<file path="config.mk">
export PLATFORM = sky130hd
export DESIGN_NAME = i2s_rx_flat
export DESIGN_NICKNAME = d
export VERILOG_FILES = /design/src/rtl/i2s_rx_if.sv /design/src/rtl/i2s_rx.sv /design/src/flat_wrapper.sv
export SDC_FILE = /design/constraint.sdc
export NUM_CORES = 1
export LEC_CHECK = 0
export ABC_AREA = 1
export BUFFER_PORTS_ARGS = -buffer_cell sky130_fd_sc_hd__buf_2
export CAP_MARGIN = 20
export CORE_ASPECT_RATIO = 1.1
export CORE_MARGIN = 3
export CORE_UTILIZATION = 30
export CTS_CLUSTER_DIAMETER = 50
export DETAILED_ROUTE_END_ITERATION = 10
export GPL_ROUTABILITY_DRIVEN = 0
export HOLD_SLACK_MARGIN = 0.05
export SYNTH_ARGS = -nofsm -noshare
export SYNTH_HDL_FRONTEND = slang
export SYNTH_SLANG_ARGS = --single-unit
</file>
<file path="constraint.sdc">
create_clock -name clock -period 8.28 [get_ports clock]
set_clock_uncertainty 0.2 [all_clocks]
set_input_delay 1.242 -clock clock [delete_from_list [all_inputs] [get_ports clock]]
set_output_delay 1.242 -clock clock [all_outputs]
set_load 0.005 [all_outputs]
</file>
<file path="src/rtl/i2s_rx_if.sv">
// I2S receiver port bundle: serial pins towards the receiver, parallel
// stereo pair plus strobes back out.
interface i2s_rx_if;
   logic        ck;
   logic        lr;
   logic        d;
   logic [15:0] l;
   logic [15:0] r;
   logic        valid;
   logic        err;

   modport master (output ck, lr, d, input l, r, valid, err);
   modport slave  (input ck, lr, d, output l, r, valid, err);
endinterface

</file>
<file path="src/rtl/i2s_rx.sv">
// Philips I2S receiver: oversamples ck/lr/d on the system clock and presents
// each completed left/right pair as one coherent update with a valid strobe.
module i2s_rx (
   input  logic      clock,
   input  logic      reset,
   i2s_rx_if.slave   bus
);
   typedef enum logic [1:0] {SYNC, WAIT, SHIFT} state_t;

   logic        r_ck_s1, r_ck_s2, r_ck_s3;
   logic        r_lr_s1, r_lr_s2;
   logic        r_d_s1, r_d_s2;
   state_t      r_state;
   logic        r_lr_prev, r_chan, r_pend;
   logic [15:0] r_shift, r_stage, r_l, r_r;
   logic [4:0]  r_cnt;
   logic        r_valid, r_err;

   state_t      w_state_next;
   logic        w_lr_prev_next, w_chan_next, w_pend_next;
   logic [15:0] w_shift_next, w_stage_next, w_l_next, w_r_next;
   logic [4:0]  w_cnt_next;
   logic        w_valid_next, w_err_next;
   logic        w_rise;
   logic [15:0] w_word;

   assign w_rise = r_ck_s2 & ~r_ck_s3;
   assign w_word = {r_shift[14:0], r_d_s2};

   always_ff @(posedge clock or posedge reset) begin
      if (reset) begin
         r_ck_s1   <= 1'b0;
         r_ck_s2   <= 1'b0;
         r_ck_s3   <= 1'b0;
         r_lr_s1   <= 1'b0;
         r_lr_s2   <= 1'b0;
         r_d_s1    <= 1'b0;
         r_d_s2    <= 1'b0;
         r_state   <= SYNC;
         r_lr_prev <= 1'b0;
         r_chan    <= 1'b0;
         r_pend    <= 1'b0;
         r_shift   <= 16'd0;
         r_stage   <= 16'd0;
         r_cnt     <= 5'd0;
         r_l       <= 16'd0;
         r_r       <= 16'd0;
         r_valid   <= 1'b0;
         r_err     <= 1'b0;
      end else begin
         r_ck_s1   <= bus.ck;
         r_ck_s2   <= r_ck_s1;
         r_ck_s3   <= r_ck_s2;
         r_lr_s1   <= bus.lr;
         r_lr_s2   <= r_lr_s1;
         r_d_s1    <= bus.d;
         r_d_s2    <= r_d_s1;
         r_state   <= w_state_next;
         r_lr_prev <= w_lr_prev_next;
         r_chan    <= w_chan_next;
         r_pend    <= w_pend_next;
         r_shift   <= w_shift_next;
         r_stage   <= w_stage_next;
         r_cnt     <= w_cnt_next;
         r_l       <= w_l_next;
         r_r       <= w_r_next;
         r_valid   <= w_valid_next;
         r_err     <= w_err_next;
      end
   end

   always_comb begin
      w_state_next   = r_state;
      w_lr_prev_next = r_lr_prev;
      w_chan_next    = r_chan;
      w_pend_next    = r_pend;
      w_shift_next   = r_shift;
      w_stage_next   = r_stage;
      w_cnt_next     = r_cnt;
      w_l_next       = r_l;
      w_r_next       = r_r;
      w_valid_next   = 1'b0;
      w_err_next     = 1'b0;
      if (w_rise) begin
         case (r_state)
            SYNC: begin
               w_lr_prev_next = r_lr_s2;
               w_state_next   = WAIT;
            end
            WAIT: begin
               // The bit on the lr-change edge is the old word's trailing bit.
               if (r_lr_s2 != r_lr_prev) begin
                  w_lr_prev_next = r_lr_s2;
                  w_chan_next    = r_lr_s2;
                  w_cnt_next     = 5'd0;
                  w_state_next   = SHIFT;
               end
            end
            SHIFT: begin
               if (r_lr_s2 != r_lr_prev) begin
                  w_err_next     = 1'b1;
                  w_pend_next    = 1'b0;
                  w_lr_prev_next = r_lr_s2;
                  w_chan_next    = r_lr_s2;
                  w_cnt_next     = 5'd0;
               end else begin
                  w_shift_next = w_word;
                  w_cnt_next   = r_cnt + 5'd1;
                  if (r_cnt == 5'd15) begin
                     w_state_next = WAIT;
                     if (!r_chan) begin
                        w_stage_next = w_word;
                        w_pend_next  = 1'b1;
                     end else if (r_pend) begin
                        // l and r move together so a pair is never mixed.
                        w_l_next     = r_stage;
                        w_r_next     = w_word;
                        w_valid_next = 1'b1;
                        w_pend_next  = 1'b0;
                     end
                  end
               end
            end
            default: w_state_next = SYNC;
         endcase
      end
   end

   assign bus.l     = r_l;
   assign bus.r     = r_r;
   assign bus.valid = r_valid;
   assign bus.err   = r_err;
endmodule
</file>
<file path="src/flat_wrapper.sv">
// flat-port wrapper written by rule: the top's interface ports become plain ports
module i2s_rx_flat 
  (clock, reset, bus_ck, bus_lr, bus_d, bus_l, bus_r, bus_valid, bus_err);
  i2s_rx_if bus_i ();
  input  logic clock;
  input  logic reset;
  input wire logic [$bits(bus_i.ck)-1:0] bus_ck;
  input wire logic [$bits(bus_i.lr)-1:0] bus_lr;
  input wire logic [$bits(bus_i.d)-1:0] bus_d;
  output wire logic [$bits(bus_i.l)-1:0] bus_l;
  output wire logic [$bits(bus_i.r)-1:0] bus_r;
  output wire logic [$bits(bus_i.valid)-1:0] bus_valid;
  output wire logic [$bits(bus_i.err)-1:0] bus_err;
  assign bus_i.ck = bus_ck;
  assign bus_i.lr = bus_lr;
  assign bus_i.d = bus_d;
  assign bus_l = bus_i.l;
  assign bus_r = bus_i.r;
  assign bus_valid = bus_i.valid;
  assign bus_err = bus_i.err;
  i2s_rx u_core (.clock(clock), .reset(reset), .bus(bus_i));
endmodule
</file>
# After elaboration in Yosys (flattened, before gate mapping)
# Index checks and enable logic that the tools add are counted.
[word_totals]
in_bits = 5
wordCells = 65
ff_bits = 82
[classes]
n_reduce_logical = 13
n_eq_ne = 8
add_sub_neg = 1
n_bitwise = 4
mux = 21
[ops]
columns = ["cell", "n"]
rows = [
  ["$reduce_and A3 Y1", 5],
  ["$mux W1", 13],
  ["$mux W5", 2],
  ["$pmux W5 S2", 1],
  ["$mux W2", 3],
  ["$ne A2 B1 Y1 const B", 3],
  ["$pmux W2 S3", 1],
  ["$reduce_and A6 Y1", 1],
  ["$reduce_bool A2 Y1", 3],
  ["$add A5 B1 Y5 const B", 1],
  ["$eq A5 B4 Y1 const B", 1],
  ["$reduce_and A5 Y1", 1],
  ["$reduce_and A4 Y1", 1],
  ["$not A1 Y1", 3],
  ["$eq A2 B1 Y1 const B", 1],
  ["$eq A2 B2 Y1 const B", 1],
  ["$logic_not A2 Y1", 1],
  ["$ne A2 B2 Y1 const B", 1],
  ["$pmux W1 S2", 1],
  ["$reduce_or A2 Y1", 1],
  ["$and A1 B1 Y1", 1],
  ["$ne A1 B1 Y1", 1],
]

# Longest topological paths before layout
[logic_depth]
word_depth = 6
ltp_mapped = 11
mapped_depth_nobuf = 10

# Worst setup path before layout
# OpenSTA, ideal clock, no wires.
[synth_path]
path_type = "reg-to-reg"
startpoint = "register u_core.r_cnt[0]"
endpoint = "register u_core.r_l[0] (netlist: u_core.bus.l[0])"
setup_slack_ns = 6.438
synth_period_minus_slack_ns = 1.842
path_stages_with_launch = 12
t_arrival_ns = 1.525
required_time_ns = 7.964
cell_sequence = "dfrtp_1 ha_1 nand2_1 nor2_1 ha_1 inv_1 nor2_1 nand3_2 buf_6 buf_6 nand2_1 nand2_1"
[synth_between]
elab_chain_len = 2
[synth_lines]
columns = ["item", "line", "source"]
rows = [
  ["from (decl)", "i2s_rx.sv:16", "logic [4:0] r_cnt;"],
  ["from (signal assigned)", "i2s_rx.sv:64", "r_cnt <= w_cnt_next;"],
  ["$eq A5 B4 Y1", "i2s_rx.sv:109", "if (r_cnt == 5'd15) begin"],
  ["$reduce_and A6 Y1 (no source line)", "n/a", ""],
  ["to (signal assigned)", "i2s_rx.sv:65", "r_l <= w_l_next;"],
  ["to (decl)", "i2s_rx.sv:15", "logic [15:0] r_shift, r_stage, r_l, r_r;"],
]
# Every way passes these cells.
# A chain may end at the register's enable or synchronous reset.

# Worst setup path in the final report
[layout_path]
startpoint = "register u_core.r_cnt[0]"
endpoint = "register u_core.r_l[2] (netlist: u_core.bus.l[2])"
# Same word-level chain as after synthesis.

==> impl_metrics.prom <==
# TYPE chip_impl_metric gauge
chip_impl_metric{name="timing.setup.tns",unit="ns"} 0
chip_impl_info{name="timing.critical_path.to_type",value="flop"} 1
chip_impl_metric{name="post-route-min-period",unit="ns"} 2.844
chip_impl_metric{name="ys_seq_elements",unit=""} 82
chip_impl_metric{name="clock_sinks",unit=""} 82
chip_impl_metric{name="core_region_area",unit="um^2"} 10490
chip_impl_metric{name="die-area",unit="um^2"} 12110
chip_impl_metric{name="layout_cells_sized_above_1",unit="%"} 17.80
chip_impl_metric{name="tritoncts_buffer_count",unit=""} 9
chip_impl_info{name="criticalPathCategory",value="reg2reg"} 1
chip_impl_metric{name="finalHoldWorstSlack",unit="ns"} 0.1479
chip_impl_metric{name="grt_start_max_net_pins",unit=""} 83
chip_impl_metric{name="floorplan.die.width",unit="um"} 105.2
chip_impl_metric{name="leakage_power_of_the_design",unit="nW"} 1.972
chip_impl_metric{name="synth_cells",unit=""} 338
chip_impl_metric{name="post_cts_setup_buffer_count",unit=""} 0
chip_impl_metric{name="max_stage_delay",unit="ns"} 0.72
chip_impl_metric{name="timing.final.max_slew_violations",unit=""} 0
chip_impl_metric{name="routed_wl",unit="mm"} 5.751
chip_impl_info{name="status",value="finished, final reports clean"} 1
chip_impl_metric{name="dieHeight",unit="um"} 115.1
chip_impl_info{name="crit_path_cell_trace",value="ha_1 > nand2_1 > nor2_1 > ha_1 > inv_1 > nor2_1 > nand3_2 > inv_2 > nand2_1 > nand2_1"} 1
chip_impl_metric{name="fp-row-count",unit=""} 39
chip_impl_metric{name="fillers",unit=""} 1052
chip_impl_metric{name="drv.max_cap_violation_count",unit=""} 0
chip_impl_metric{name="cts_max_path_buffers",unit=""} 2
chip_impl_info{name="clk_root_buffer_cell",value="sky130_fd_sc_hd__clkbuf_16"} 1
chip_impl_metric{name="synth.yosys.warnings",unit=""} 0
chip_impl_metric{name="postSynthAreaPerCell",unit="um^2"} 9.606
chip_impl_metric{name="grt_first_pass_wirelength",unit="mm"} 9.798
chip_impl_info{name="critical-path-slowest-cell",value="sky130_fd_sc_hd__nand3_2"} 1
chip_impl_metric{name="timing_worst_slew_pin_value",unit="ns"} 0.9188
chip_impl_metric{name="quantity_of_gates_resized_following_cts",unit=""} 0
chip_impl_metric{name="worstSkewPairLatency",unit="ns"} 0.33
chip_impl_metric{name="register_area",unit="um^2"} 2052
chip_impl_metric{name="layout-area-overhead-vs-synth",unit="%"} 19.88
chip_impl_info{name="grt_setup_unrepaired",value="no"} 1
chip_impl_metric{name="drt_iter0_drc",unit=""} 97
chip_impl_metric{name="floorplan.initialDensity",unit="%"} 30.95
chip_impl_metric{name="worst-endpoint-arrival",unit="ns"} 2.91
chip_impl_metric{name="power.density_cell_area",unit="nW/um^2"} 241.8
chip_impl_metric{name="multi_input_gate_area",unit="um^2"} 988.4
chip_impl_metric{name="setup-violations-final",unit=""} 0
chip_impl_metric{name="grt_antenna_before_repair",unit=""} 0
chip_impl_metric{name="fin_nets",unit=""} 390
chip_impl_info{name="hold_path.startpoint",value="u_core.r_ck_s1$_DFF_PP0_"} 1
chip_impl_info{name="tritoncts",value="built"} 1
chip_impl_info{name="final_common_cell",value="sky130_fd_sc_hd__nand2_1"} 1
chip_impl_info{name="mostFrequentLayoutCells",value="sky130_fd_sc_hd__nand2_1, sky130_fd_sc_hd__dfrtp_1, sky130_fd_sc_hd__o21ai_0"} 1
chip_impl_metric{name="vdd_ir_drop_max",unit="mV"} 0.09039
chip_impl_metric{name="maxClockFrequency",unit="MHz"} 351.6
chip_impl_metric{name="residual_drc_count",unit=""} 0
chip_impl_metric{name="mappedNetlistArea",unit="um^2"} 3247
chip_impl_metric{name="detailed_place_hpwl",unit="mm"} 3.795
chip_impl_metric{name="synth_sequential_area_ratio",unit="%"} 63.20
chip_impl_metric{name="drt_pass_1_iters",unit=""} 4
chip_impl_metric{name="insertedDiodeCount",unit=""} 0
chip_impl_metric{name="place.port_buffers",unit=""} 38
chip_impl_metric{name="design.portCount",unit=""} 39
chip_impl_metric{name="period_share",unit="%"} 34.35
chip_impl_metric{name="grt_pass1_vias",unit=""} 2100
chip_impl_info{name="crit-reg2reg-launch",value="u_core.r_cnt[0]$_DFFE_PP0P_"} 1
chip_impl_metric{name="worst-path-max-fanout",unit=""} 49
chip_impl_info{name="regToRegEndpoint",value="u_core.bus.l[2]$_DFFE_PP0P_"} 1
chip_impl_metric{name="cell_depth_of_the_worst_hold_path",unit=""} 0
chip_impl_metric{name="grtUsageTotal",unit="%"} 10.13
chip_impl_metric{name="antenna_violating_nets_post_route",unit=""} 0
chip_impl_metric{name="grt_overflow_total",unit=""} 0
chip_impl_metric{name="hold_violations",unit=""} 0
chip_impl_metric{name="synth.net_count",unit=""} 351
chip_impl_info{name="min_to",value="u_core.r_ck_s2$_DFF_PP0_"} 1
chip_impl_info{name="crit_path_start_kind",value="flop"} 1
chip_impl_info{name="critical_path.most_common_cell",value="sky130_fd_sc_hd__nand2_1"} 1
chip_impl_metric{name="timing.max_slew.rel_slack",unit="%"} 38.67
chip_impl_metric{name="num_vias",unit=""} 2204
chip_impl_metric{name="vias_per_cell",unit=""} 4.198
chip_impl_metric{name="wl_per_cell",unit="um"} 10.95
chip_impl_metric{name="cts-htree-levels",unit=""} 3
chip_impl_metric{name="worst-endpoint-required",unit="ns"} 8.35
chip_impl_metric{name="regToRegSetupSlack",unit="ns"} 5.44
chip_impl_metric{name="postCtsHoldBufs",unit=""} 0
chip_impl_info{name="min-delay-path-class",value="reg2reg"} 1
chip_impl_metric{name="cts.reportedPaths.clkPinSlew",unit="ns"} 0.06
chip_impl_metric{name="reg2reg_depth",unit=""} 10
chip_impl_metric{name="post_synth_num_cell_types",unit=""} 19
## cell usage after synthesis (all sizes together)
cell type / instances / area share [%]
buf: 10 / 2.2
clkbuf: 2 / 0.23
dfrtp: 82 / 63
ha: 8 / 3.1
inv: 34 / 3.9
nand2: 123 / 14
nand3: 10 / 1.8
nand4: 1 / 0.19
nor2: 8 / 1.2
o21ai: 58 / 9.4
or2: 1 / 0.19
xnor2: 1 / 0.27
## stage by stage
step	total power, W	worst slack [ns]	instances	utilization, %	area, um^2
CTS	0.0009517	5.391	524	36.84	3865
global placement	0.0005234	5.513	508	33.80	3546
detailed placement	0.0005277	5.415	508	33.80	3546
finish	0.0009411	5.436	525	37.10	3892
global route	0.0009887	5.105	525	37.10	3892
floorplan	0.0005066	4.730	338	-	3247
## cell type report
type,instances,area share (%)
inverter,34,3.311
clock buffer,10,5.882
clock inverter,6,2.314
multi-input combinational,210,25.39
timing repair buffer,40,5.786
sequential,82,52.72
tap,143,4.597
## metal layers
metal / part of all wire (%) / GRT usage [%]
met5: 0 / 0
met4: 2.5 / 5.774
met3: 4.5 / 2.864
met2: 44 / 15.48
met1: 49 / 12.95
## worst max path at each step
stage | depth (start not counted) | from | end
final | 10 | u_core.r_cnt[0]$_DFFE_PP0P_ | u_core.bus.l[2]$_DFFE_PP0P_
after global routing | 10 | u_core.r_cnt[1]$_DFFE_PP0P_ | u_core.bus.l[2]$_DFFE_PP0P_
after CTS | 10 | u_core.r_cnt[0]$_DFFE_PP0P_ | u_core.bus.l[2]$_DFFE_PP0P_
after detailed placement | 10 | u_core.r_cnt[0]$_DFFE_PP0P_ | u_core.bus.l[2]$_DFFE_PP0P_
after global placement | 10 | u_core.r_cnt[0]$_DFFE_PP0P_ | u_core.bus.l[0]$_DFFE_PP0P_
after floorplan | 1 | reset | u_core.bus.err$_DFF_PP0_
## worst max-delay path: cells and delay by family (launching register included)
kind	cells	cell delay, ns
fa+ha+maj	2	0.37
buf+inv	2	0.58
flops	1	0.40
simple gates	6	1.23
## registers in the layout, indices dropped and copies added, names as in the netlist, 2 cells and up
name,count
u_core.r_cnt,5
u_core.r_stage,16
u_core.r_shift,15
u_core.bus.r,16
u_core.r_state,2
u_core.bus.l,16
## cells by family (layout without fill, tap and decap cells)
kind of cell	after synthesis	after routing	share of synthesized area, %
buffers and inverters	46	90	6.358
and+or+nand+nor	143	143	17.69
xor gates and xnor gates	1	1	0.2698
AOI/OAI and AO/OA	58	58	9.403
adders and majority gates	8	8	3.083
DFF	82	82	63.20
## power by group
group | switching, W | internal (W) | total (W) | leakage, nW
registers | 0.0000143 | 0.000418 | 0.000433 | 1.12
logic | 0.0000600 | 0.0000279 | 0.0000879 | 0.698
clock network | 0.000155 | 0.000265 | 0.000420 | 0.153
total | 0.000230 | 0.000711 | 0.000941 | 1.97
Note: power is estimated with default switching activity, not from simulation.
